==> src/rtl/xor_unit_arbiter.sv <==
// Two-port arbiter in front of one shared 32-bit XOR datapath, with a fixed LATENCY-cycle execute window.
// Tie-break: define ROUND_ROBIN_EN for alternating grants; leave it undefined for fixed priority to port 0.

module xor_gate_32_bit (
   input  logic [31:0] i_a,
   input  logic [31:0] i_b,
   output logic [31:0] o_y
);
   assign o_y = i_a ^ i_b;
endmodule

module xor_unit_arbiter #(
   parameter int LATENCY = 1
) (
   input  logic        i_clk,
   input  logic        i_rst,
   input  logic        i_req0_valid,
   input  logic [31:0] i_req0_a,
   input  logic [31:0] i_req0_b,
   output logic        o_req0_ready,
   input  logic        i_req1_valid,
   input  logic [31:0] i_req1_a,
   input  logic [31:0] i_req1_b,
   output logic        o_req1_ready,
   output logic        o_rsp_valid,
   output logic        o_rsp_id,
   output logic [31:0] o_rsp_data,
   input  logic        i_rsp_ready,
   output logic        o_busy
);

   typedef enum logic [1:0] {S_IDLE, S_EXEC, S_RESP} state_t;

   state_t      r_state;
   state_t      w_next_state;
   logic [3:0]  r_cnt;
   logic [31:0] r_op_a;
   logic [31:0] r_op_b;
   logic        r_op_id;
   logic        r_last_grant;
   logic        r_rsp_valid;
   logic        r_rsp_id;
   logic [31:0] r_rsp_data;
   logic [31:0] w_xor;
   logic        w_prio0;
   logic        w_grant0;
   logic        w_grant1;
   logic        w_req0_ready;
   logic        w_req1_ready;

`ifdef ROUND_ROBIN_EN
   // r_last_grant==1 means port 1 was served last, so port 0 wins the tie.
   assign w_prio0 = r_last_grant;
`else
   logic w_unused_last_grant;
   assign w_prio0             = 1'b1;
   assign w_unused_last_grant = r_last_grant;
`endif

   // Grants are suppressed while reset is asserted so no requester sees ready during rst.
   assign w_grant0 = ~i_rst & i_req0_valid & (~i_req1_valid | w_prio0);
   assign w_grant1 = ~i_rst & i_req1_valid & ~w_grant0;

   xor_gate_32_bit u_xor (
      .i_a (r_op_a),
      .i_b (r_op_b),
      .o_y (w_xor)
   );

   // NOTE: every always_comb output gets a default first so no path can infer a latch.
   always_comb begin
      w_next_state = r_state;
      w_req0_ready = 1'b0;
      w_req1_ready = 1'b0;
      case (r_state)
         S_IDLE: begin
            w_req0_ready = w_grant0;
            w_req1_ready = w_grant1;
            if (w_grant0 | w_grant1) w_next_state = S_EXEC;
         end
         S_EXEC:  if (r_cnt == 4'd0) w_next_state = S_RESP;
         S_RESP:  if (i_rsp_ready)   w_next_state = S_IDLE;
         default: w_next_state = S_IDLE;
      endcase
   end

   // NOTE: sequential state uses non-blocking assignments so every register samples pre-edge values.
   always_ff @(posedge i_clk) begin
      if (i_rst) begin
         r_state      <= S_IDLE;
         r_cnt        <= 4'd0;
         r_op_a       <= 32'd0;
         r_op_b       <= 32'd0;
         r_op_id      <= 1'b0;
         r_last_grant <= 1'b1;
         r_rsp_valid  <= 1'b0;
         r_rsp_id     <= 1'b0;
         r_rsp_data   <= 32'd0;
      end else begin
         r_state <= w_next_state;
         case (r_state)
            S_IDLE: begin
               if (w_grant0 | w_grant1) begin
                  r_op_a       <= w_grant1 ? i_req1_a : i_req0_a;
                  r_op_b       <= w_grant1 ? i_req1_b : i_req0_b;
                  r_op_id      <= w_grant1;
                  r_last_grant <= w_grant1;
                  r_cnt        <= 4'(LATENCY - 1);
               end
            end
            S_EXEC: begin
               if (r_cnt == 4'd0) begin
                  r_rsp_data  <= w_xor;
                  r_rsp_id    <= r_op_id;
                  r_rsp_valid <= 1'b1;
               end else begin
                  r_cnt <= r_cnt - 4'd1;
               end
            end
            S_RESP: begin
               if (i_rsp_ready) r_rsp_valid <= 1'b0;
            end
            default: ;
         endcase
      end
   end

   assign o_req0_ready = w_req0_ready;
   assign o_req1_ready = w_req1_ready;
   assign o_rsp_valid  = r_rsp_valid;
   assign o_rsp_id     = r_rsp_id;
   assign o_rsp_data   = r_rsp_data;
   assign o_busy       = (r_state != S_IDLE);

endmodule

==> config.mk <==
export PLATFORM = sky130hd
export DESIGN_NAME = xor_unit_arbiter
export DESIGN_NICKNAME = d
export VERILOG_FILES = /design/src/rtl/xor_unit_arbiter.sv
export SDC_FILE = /design/constraint.sdc
export NUM_CORES = 1
export LEC_CHECK = 0
export ABC_AREA = 1
export BUFFER_PORTS_ARGS = -buffer_cell sky130_fd_sc_hd__buf_2
export CAP_MARGIN = 5
export CELL_PAD_IN_SITES_DETAIL_PLACEMENT = 0
export CELL_PAD_IN_SITES_GLOBAL_PLACEMENT = 2
export CORE_MARGIN = 3
export CORE_UTILIZATION = 26
export DETAILED_ROUTE_END_ITERATION = 8
export GPL_TIMING_DRIVEN = 1
export PLACE_DENSITY_LB_ADDON = 0.1
export SLEW_MARGIN = 20
export SYNTH_ARGS = -nofsm -noshare
export SYNTH_HDL_FRONTEND = slang
export SYNTH_SLANG_ARGS = --single-unit
==> constraint.sdc <==
create_clock -name i_clk -period 1.6 [get_ports i_clk]
set_input_delay 0.08 -clock i_clk [delete_from_list [all_inputs] [get_ports i_clk]]
set_output_delay 0.08 -clock i_clk [all_outputs]
set_load 0.05 [all_outputs]
==> results.txt, run 1 <==
share of the synthesized area in the top cell type: 40.4%
average size of a mapped cell: 6.58 um^2
unique cell type count in the Yosys netlist: 21
syn_nets: 924
EDFF count, synth: 0
count leader, synth: nand2_1
Syn. warnings: 0
via-per-instance ratio: 4.17
Final period util: 90.8%
Rel. slew slack: 74.6%
Ant. Diodes: 0
Die X: 147 um
vias in the first global route: 5,047
top cells by count, synth: nand2_1 (144), nor2_1 (141), inv_1 (135)
min cycle time layout: 1.45 ns
vias: 5,084
I/O pin total: 170
DPL Wire Length: 11,100 um
CP max stage delay: 0.37 ns
max frequency: 0.688 GHz
layout cells sized above 1: 23.0%
clk_skew: 0.00431 ns
wire length per cell: 12.4 um
DP Area: 6360 um^2
gpl congestion: 0.728
port bufs: 169
# rows: 51
chip height: 147 um
DRC Markers: 0
Congestion Overflow GR: 0
Max-cap violations: 0
worst skew pair latency: 0.35 ns
Slew @ Worst Pin: 0.378 ns
async set-reset flop share out of synthesis: 0%
worst r2r path cells: 8
final hold vios: 0
Area contributors post-synth: dfxtp_1 (40%), nand2_1 (10%), nor2_1 (10%), inv_1 (9.7%), o21ai_0 (8.4%)
first-pass GRT wire length: 24,900 um
Lkg Pwr: 3.65 nW
Initial Util: 26.6%
largest net degree at the start of global routing: 41
Core Footprint: 19,600 um^2
Root Driver: clkbuf_16
Core Util, Final: 34.6%
Final ANT Viol Nets: 0
Seq/Total Area, Yosys: 40.4%
Yosys reg bits: 105
hold endpoint: r_op_a[15]
Layout Cells excl Fill: 1,219
DR iter-0 viols: 171
TritonCTS clock tree: done
Hold Startpoint: i_req1_a[15]
PwrDens: 1180 nW/um^2
Startpoint Class: flip-flop
CTS Sinks: 105
Reg-to-Reg End: r_cnt[2]
die area: 21,700 um^2
crit-path max FO: 4
final total power: 0.00803 W
Total GRT Usage: 14.1%
Final #Nets: 1,083
drt first pass iters: 4
Most used DFF post-synth: dfxtp_1
Routed Wire Length: 15,200 um
RSZ-0062 raised after global routing: false
fin area: 6780 um^2
Post-Synthesis Cells: 790
Max Slew Vio Count: 0
clk slew on worst S/H paths: 0.07 ns
slowest stage cell, crit path: dfxtp_1
CP arrival: 1.37 ns
Worst Hold Path Cells: 5
cell total after placement: 1,198
final setup vio count: 0
status: completed
TritonCTS Buffers: 9
Buf/Inv on CP: 2
hold slack: 0.0418 ns
CP required: 1.52 ns
Max IR drop VDD: 0.000566 V
Worst R2R Setup Slack: 0.17 ns
critical path cell sequence: nor2_4 -> inv_2 -> nor2_1 -> buf_12
Max clock buf depth: 2
Worst Hold Class: input port to flip-flop
CTS H-Tree Depth: 3
Critical Path Sink Type: primary output
post-synth top area cell: dfxtp_1
cell area after synthesis: 5200 um^2
critical path's top delay family: simple AND/OR/NAND/NOR gates
initial antenna violation count: 0
P&R area growth vs syn: 30.3%
Reg-to-Reg Start: r_cnt[0]
Crit Path Class: flip-flop to primary output
[layout make-up]
type	instances	area (um^2)
fill	2153	12800
multi-input combinational	504	2360
sequential	105	2100
timing repair buffer	190	1120
inverter	139	522
tap	265	332
clock buffer	9	225
clock inverter	7	118
[cells by family (layout without fill, tap and decap cells)]
kind of cell	count (synthesis)	count (layout)	share of synthesized area (%)
and+or+nand+nor	301	302	23.0
buffers and inverters	182	345	14.6
AOI/OAI and AO/OA	169	169	16.3
DFF	105	105	40.4
xor gates and xnor gates	32	32	5.39
adders and majority gates	1	1	0.241
[registers in the layout, summed over array words and instances (netlist names)]
signal       flops
o_rsp_data      32
r_op_a          32
r_cnt            4
o_rsp_valid      1
r_op_b          32
r_state          2
o_rsp_id         1
r_op_id          1
[what timing repair did]
| item | in CTS | in global routing |
|---|---|---|
| setup buffers | 2 | 1 |
| pin swaps | 2 | 1 |
| endpoints found under the setup margin | 33 | 27 |
| hold buffers | 1 | 0 |
| endpoints found under the hold margin | 4 | 0 |
| gates cloned | 1 | 0 |
| gates resized for setup | 1 | 4 |
[power by group]
| part | internal [W] | leakage, nW | switching, W |
|---|---|---|---|
| Sequential | 0.00298 | 0.864 | 0.000231 |
| Clock | 0.00153 | 0.170 | 0.000998 |
| Combinational | 0.000789 | 2.61 | 0.00150 |
| Total | 0.00530 | 3.65 | 0.00273 |
[metrics by stage]
stage	setup WS [ns]	TNS, ns
final	0.147	0
after global placement	-0.0469	-1.21
after global routing	0.00948	0
after detailed placement	-0.121	-3.29
after CTS	0.0146	0
after floorplan	0.173	0
[placed cells by master, fill, tap and decap left out, types with 11 or more instances in the layout]
cell and instances:
a21oi_1 70, inv_1 135, nand2_1 143, xor2_1 32, dfxtp_1 105, o21ai_0 85, o21ai_1 14, buf_4 11
buf_2 168, nor2_1 141
[worst max path at each step]
stage / start / end / slack, ns / depth (start not counted)
6_report: r_state[1] / o_req0_ready / 0.15 / 4
5_1_grt: r_cnt[0] / o_rsp_data[26] / 0.009 / 8
4_1_cts: r_cnt[0] / o_rsp_data[11] / 0.01 / 6
3_5_place_dp: r_cnt[0] / o_rsp_data[10] / -0.12 / 6
3_3_place_gp: r_cnt[0] / o_rsp_data[15] / -0.05 / 6
2_1_floorplan: r_state[1] / o_req0_ready / 0.17 / 3
[tightest hold or removal path: cells and delay by family]
kind,cells,cell delay (ns)
and+or+nand+nor,2,0.12
AOI/OAI and AO/OA,1,0.05
buffers and inverters,2,0.11
[layer usage]
metal	track usage [%]	wire length (um)
met3	2.97	705
met4	4.47	207
met1	18.2	7140
met2	23.8	7120
met5	0	0
Power figures use the tool's default switching activity.
==> run 2, diff against run 1 <==
- REMOVE_ABC_BUFFERS: default -> 1
==> results.txt, run 2 (synthesis gave the netlist of run 1 again) <==
status: completed (unchanged)
Worst Hold Path Cells: 3 (was 5)
TritonCTS Buffers: 9 (unchanged)
vias in the first global route: 4,786 (was 5,047)
drt first pass iters: 6 (was 4)
fin area: 6620 um^2 (was 6780 um^2)
clk slew on worst S/H paths: 0.07 ns (about the same)
Routed Wire Length: 13,900 um (was 15,200 um)
Final period util: 90.4% (was 90.8%)
Critical Path Sink Type: flip-flop (was primary output)
CTS H-Tree Depth: 3 (unchanged)
vias: 4,961 (was 5,084)
Root Driver: clkbuf_16 (unchanged)
Ant. Diodes: 0 (unchanged)
DP Area: 6310 um^2 (was 6360 um^2)
Core Footprint: 19,600 um^2 (unchanged)
GR Util met1: 15.7% (was 18.2%)
most common cell after layout, fill and taps aside: buf_2 (unchanged)
# rows: 51 (unchanged)
DRC Markers: 0 (unchanged)
Max clock buf depth: 2 (unchanged)
Slew @ Worst Pin: 0.851 ns (was 0.378 ns)
clk_skew: 0.00392 ns (was 0.00431 ns)
most frequent cells in the layout: buf_2 (169), nand2_1 (143), nor2_1 (141), inv_1 (135), dfxtp_1 (105) (was buf_2 (168), nand2_1 (143), nor2_1 (141), inv_1 (135), dfxtp_1 (105))
Max Slew Vio Count: 0 (unchanged)
die area: 21,700 um^2 (unchanged)
min cycle time layout: 1.45 ns (about the same)
Max-cap violations: 0 (unchanged)
layout cells sized above 1: 22.0% (was 23.0%)
wire length per cell: 11.5 um (was 12.4 um)
final hold vios: 0 (unchanged)
DPL Wire Length: 10,100 um (was 11,100 um)
port bufs: 169 (unchanged)
max frequency: 0.692 GHz (was 0.688 GHz)
hold slack: 0.0485 ns (was 0.0418 ns)
chip height: 147 um (unchanged)
Final ANT Viol Nets: 0 (unchanged)
first-pass GRT wire length: 22,800 um (was 24,900 um)
Startpoint Class: flip-flop (unchanged)
RSZ-0062 raised after global routing: false (unchanged)
initial antenna violation count: 0 (unchanged)
PwrDens: 1140 nW/um^2 (was 1180 nW/um^2)
via-per-instance ratio: 4.10 (was 4.17)
CP required: 1.83 ns (was 1.52 ns)
Crit Path Class: flip-flop to flip-flop (was flip-flop to primary output)
gpl congestion: 0.746 (was 0.728)
I/O pin total: 170 (unchanged)
DR iter-0 viols: 150 (was 171)
GR Layer Usage met3: 3.99% (was 2.97%)
worst r2r path cells: 8 (unchanged)
largest net degree at the start of global routing: 102 (was 41)
Die X: 147 um (unchanged)
Congestion Overflow GR: 0 (unchanged)
P&R area growth vs syn: 27.3% (was 30.3%)
Worst Hold Class: input port to flip-flop (unchanged)
Total GRT Usage: 12.8% (was 14.1%)
Final #Nets: 1,074 (was 1,083)
GRT Max-Usage Layer: met2 (unchanged)
crit-path max FO: 10 (was 4)
Max IR drop VDD: 0.000474 V (was 0.000566 V)
met2 Use GR: 21.9% (was 23.8%)
Setup Fix Bufs, Post-CTS: 0 (was 2)
Initial Util: 26.6% (unchanged)
worst skew pair latency: 0.34 ns (was 0.35 ns)
Rel. slew slack: 43.3% (was 74.6%)
Lkg Pwr: 3.57 nW (was 3.65 nW)
CTS Sinks: 105 (unchanged)
TritonCTS clock tree: done (unchanged)
CP arrival: 1.68 ns (was 1.37 ns)
final setup vio count: 0 (unchanged)
-- run 2: cell types whose count changed in the layout (fill, tap and decap cells not counted), moves of 2 or more --
cell / delta
clkbuf_8: +4
clkinv_2: -2
buf_12: -3
buf_4: -6
clkbuf_1: +2
bufinv_16: -3
-- run 2: final cells by class --
type                            count  area [um^2]
Fill cell                        2219        13000
Inverter                          139          522
Timing Repair Buffer              182         1020
Clock buffer                       15          288
Sequential cell                   105         2100
Clock inverter                      1         7.51
Tap cell                          265          332
Multi-Input combinational cell    503         2340
-- run 2: final timing paths --
path          startpoint            end  slack (ns)
max             r_cnt[0]  o_rsp_data[7]        0.15
min          i_rsp_ready     r_state[1]        0.05
max reg2reg     r_cnt[0]  o_rsp_data[7]        0.15
min reg2reg      r_op_id        r_op_id        0.46
-- run 2: worst max-delay path: stages (launching register included) --
cell and delay, ns:
dfxtp_1 0.31, inv_1 0.10, ha_1 0.19, inv_1 0.04
nor2_1 0.14, nand3_2 0.11, buf_4 0.19, o21ai_0 0.19
nor2_1 0.06
-- run 2: timing repair --
| action | 4_1_cts | 5_1_grt |
|---|---|---|
| resized for setup | 0 | 4 |
| setup endpoints to repair | 0 | 21 |
| endpoints found under the hold margin | 4 | 0 |
| hold buffers | 1 | 0 |
-- run 2: metal layers --
metal	part of all wire (%)	vias up
li1	-	2686
met1	46	2159
met2	47	107
met3	5.7	9
met4	1.4	0
met5	0	-
-- run 2: metrics by stage --
stage / TNS [ns] / setup WS (ns) / util, % / cells / power (W)
floorplan: -63.53 / -1.11 / - / 747 / 0.00472
global placement: 0 / 0.172 / 32.2 / 1193 / 0.00544
detailed placement: 0 / 0.111 / 32.2 / 1193 / 0.00547
CTS: 0 / 0.0858 / 33.8 / 1210 / 0.00767
global route: 0 / 0.000705 / 33.8 / 1210 / 0.00807
finish: 0 / 0.154 / 33.8 / 1210 / 0.00753
-- run 2: power breakdown --
group          switching (W)  total [W]  internal (W)
registers           0.000218    0.00320       0.00298
logic                0.00145    0.00219      0.000736
clock network       0.000915    0.00214       0.00123
total                0.00258    0.00753       0.00494
==> run 3, diff against run 2 <==
- BUFFER_PORTS_ARGS: -buffer_cell sky130_fd_sc_hd__buf_2 -> -buffer_cell sky130_fd_sc_hd__clkbuf_2
- CORE_MARGIN: 3 -> 1
==> results.txt, run 3 (synthesis gave the netlist of run 1 again) <==
Slew @ Worst Pin: 0.390 ns (was 0.851 ns)
CTS Sinks: 105 (unchanged)
Ant. Diodes: 0 (unchanged)
die area: 20,600 um^2 (was 21,700 um^2)
Initial Util: 26.6% (about the same)
vias in the first global route: 4,459 (was 4,786)
Reg-to-Reg Start: r_cnt[0] (unchanged)
initial antenna violation count: 0 (unchanged)
most frequent cells in the layout: clkbuf_2 (169), nand2_1 (144), nor2_1 (141), inv_1 (135), dfxtp_1 (105) (was buf_2 (169), nand2_1 (143), nor2_1 (141), inv_1 (135), dfxtp_1 (105))
via-per-instance ratio: 4.07 (was 4.10)
GR Layer Usage met3: 3.27% (was 3.99%)
Root Driver: clkbuf_16 (unchanged)
CP arrival: 1.66 ns (was 1.68 ns)
cell total after placement: 1,194 (was 1,193)
PnR worst setup slack: 0.173 ns (was 0.154 ns)
Final #Nets: 1,075 (was 1,074)
GR Util met1: 18.9% (was 15.7%)
PwrDens: 1130 nW/um^2 (was 1140 nW/um^2)
crit-path max FO: 23 (was 10)
Worst Hold Path Cells: 5 (was 3)
Rel. slew slack: 74.0% (was 43.3%)
# rows: 51 (unchanged)
drt first pass iters: 4 (was 6)
clk_skew: 0.00576 ns (was 0.00392 ns)
Total GRT Usage: 13.9% (was 12.8%)
final hold vios: 0 (unchanged)
layout cells sized above 1: 21.8% (was 22.0%)
hold endpoint: r_op_b[0] (was r_state[1])
Congestion Overflow GR: 0 (unchanged)
Final period util: 89.2% (was 90.4%)
RSZ-0062 raised after global routing: false (unchanged)
final total power: 0.00742 W (was 0.00753 W)
port bufs: 169 (unchanged)
DPL Wire Length: 9900 um (was 10,100 um)
Setup Fix Bufs, Post-CTS: 0 (unchanged)
Core Footprint: 19,500 um^2 (was 19,600 um^2)
worst skew pair latency: 0.34 ns (about the same)
TritonCTS clock tree: done (unchanged)
met2 Use GR: 21.1% (was 21.9%)
largest net degree at the start of global routing: 102 (unchanged)
max frequency: 0.701 GHz (was 0.692 GHz)
final setup vio count: 0 (unchanged)
most common cell after layout, fill and taps aside: clkbuf_2 (was buf_2)
Worst R2R Setup Slack: 0.17 ns (was 0.15 ns)
Routed Wire Length: 13,800 um (was 13,900 um)
Final ANT Viol Nets: 0 (unchanged)
Layout Cells excl Fill: 1,209 (was 1,210)
DRC Markers: 0 (unchanged)
first-pass GRT wire length: 22,300 um (was 22,800 um)
wire length per cell: 11.4 um (was 11.5 um)
Startpoint Class: flip-flop (unchanged)
vias: 4,917 (was 4,961)
CP required: 1.84 ns (was 1.83 ns)
Max clock buf depth: 2 (unchanged)
P&R area growth vs syn: 26.6% (was 27.3%)
gpl congestion: 0.727 (was 0.746)
worst r2r path cells: 8 (unchanged)
Critical Path Sink Type: flip-flop (unchanged)
DR iter-0 viols: 232 (was 150)
Max IR drop VDD: 0.000524 V (was 0.000474 V)
Worst Hold Class: input port to flip-flop (unchanged)
chip height: 143 um (was 147 um)
pre-CTS WS: 0.103 ns (was 0.111 ns)
TritonCTS Buffers: 9 (unchanged)
fin area: 6580 um^2 (was 6620 um^2)
clk slew on worst S/H paths: 0.06 ns (was 0.07 ns)
Crit Path Class: flip-flop to flip-flop (unchanged)
Die X: 143 um (was 147 um)
Max Slew Vio Count: 0 (unchanged)
Reg-to-Reg End: o_rsp_data[22] (was o_rsp_data[7])
status: completed (unchanged)
Hold Startpoint: i_req0_b[0] (was i_rsp_ready)
Lkg Pwr: 3.56 nW (was 3.57 nW)
DP Area: 6300 um^2 (was 6310 um^2)
CTS H-Tree Depth: 3 (unchanged)
Max-cap violations: 0 (unchanged)
GRT Max-Usage Layer: met2 (unchanged)
min cycle time layout: 1.43 ns (was 1.45 ns)
I/O pin total: 170 (unchanged)
[run 3: changes by cell type in the layout (fill, tap and decap cells not counted), moves of 2 or more]
cell      change
clkbuf_8      -2
o21ai_0       -3
buf_2       -169
o21ai_1       +3
clkbuf_2    +169
buf_4         +2
[run 3: timing repair]
item,4_1_cts,5_1_grt
gates resized for setup,0,7
hold endpoints to repair,4,0
hold buffers,1,0
endpoints found under the setup margin,0,21
[run 3: where the power goes]
part	switching, W	total [W]	internal [W]	leakage, nW
logic	0.00146	0.00218	0.000717	2.56
clock network	0.000906	0.00203	0.00113	0.129
registers	0.000228	0.00321	0.00298	0.864
[run 3: worst max-delay path by stage]
stage,start,endpoint,slack (ns),cells past startpoint
floorplan,i_rst,o_req1_ready,-1.11,5
global placement,r_cnt[0],o_rsp_data[13],0.18,8
detailed placement,r_cnt[0],o_rsp_data[13],0.10,8
CTS,r_cnt[0],o_rsp_data[13],0.09,8
global route,r_cnt[0],o_rsp_data[9],0.005,8
finish,r_cnt[0],o_rsp_data[22],0.17,8
[run 3: cell type report]
cell class,count,area (um^2)
clock buffers,14,264
fillers,2236,12900
inverters,139,522
multi-input cells,503,2340
flip-flops and latches,105,2100
well taps,265,332
repair buffers,183,1020
[run 3: metrics by stage]
step	hold WS [ns]	setup TNS (ns)	util (%)
floorplan	0.149	-63.53	-
global placement	0.345	0	32.3
detailed placement	0.353	0	32.3
CTS	0.0343	0	33.7
global route	0.0646	0	33.7
finish	0.0428	0	33.7
[run 3: worst max-delay path, cell delays in order (launching register included)]
cell and delay, ns:
dfxtp_1 0.31, inv_1 0.10, ha_2 0.20, inv_1 0.04
nor2_1 0.13, nand3_2 0.11, buf_6 0.19, o21ai_0 0.17
nor2_1 0.05
[run 3: per-layer routing]
layer	routed length [um]	vias to the layer above	share of wire (%)
met4	174	0	1.3
met1	6830	2123	49
li1	-	2685	-
met3	711	9	5.1
met2	6110	100	44
met5	0	-	0
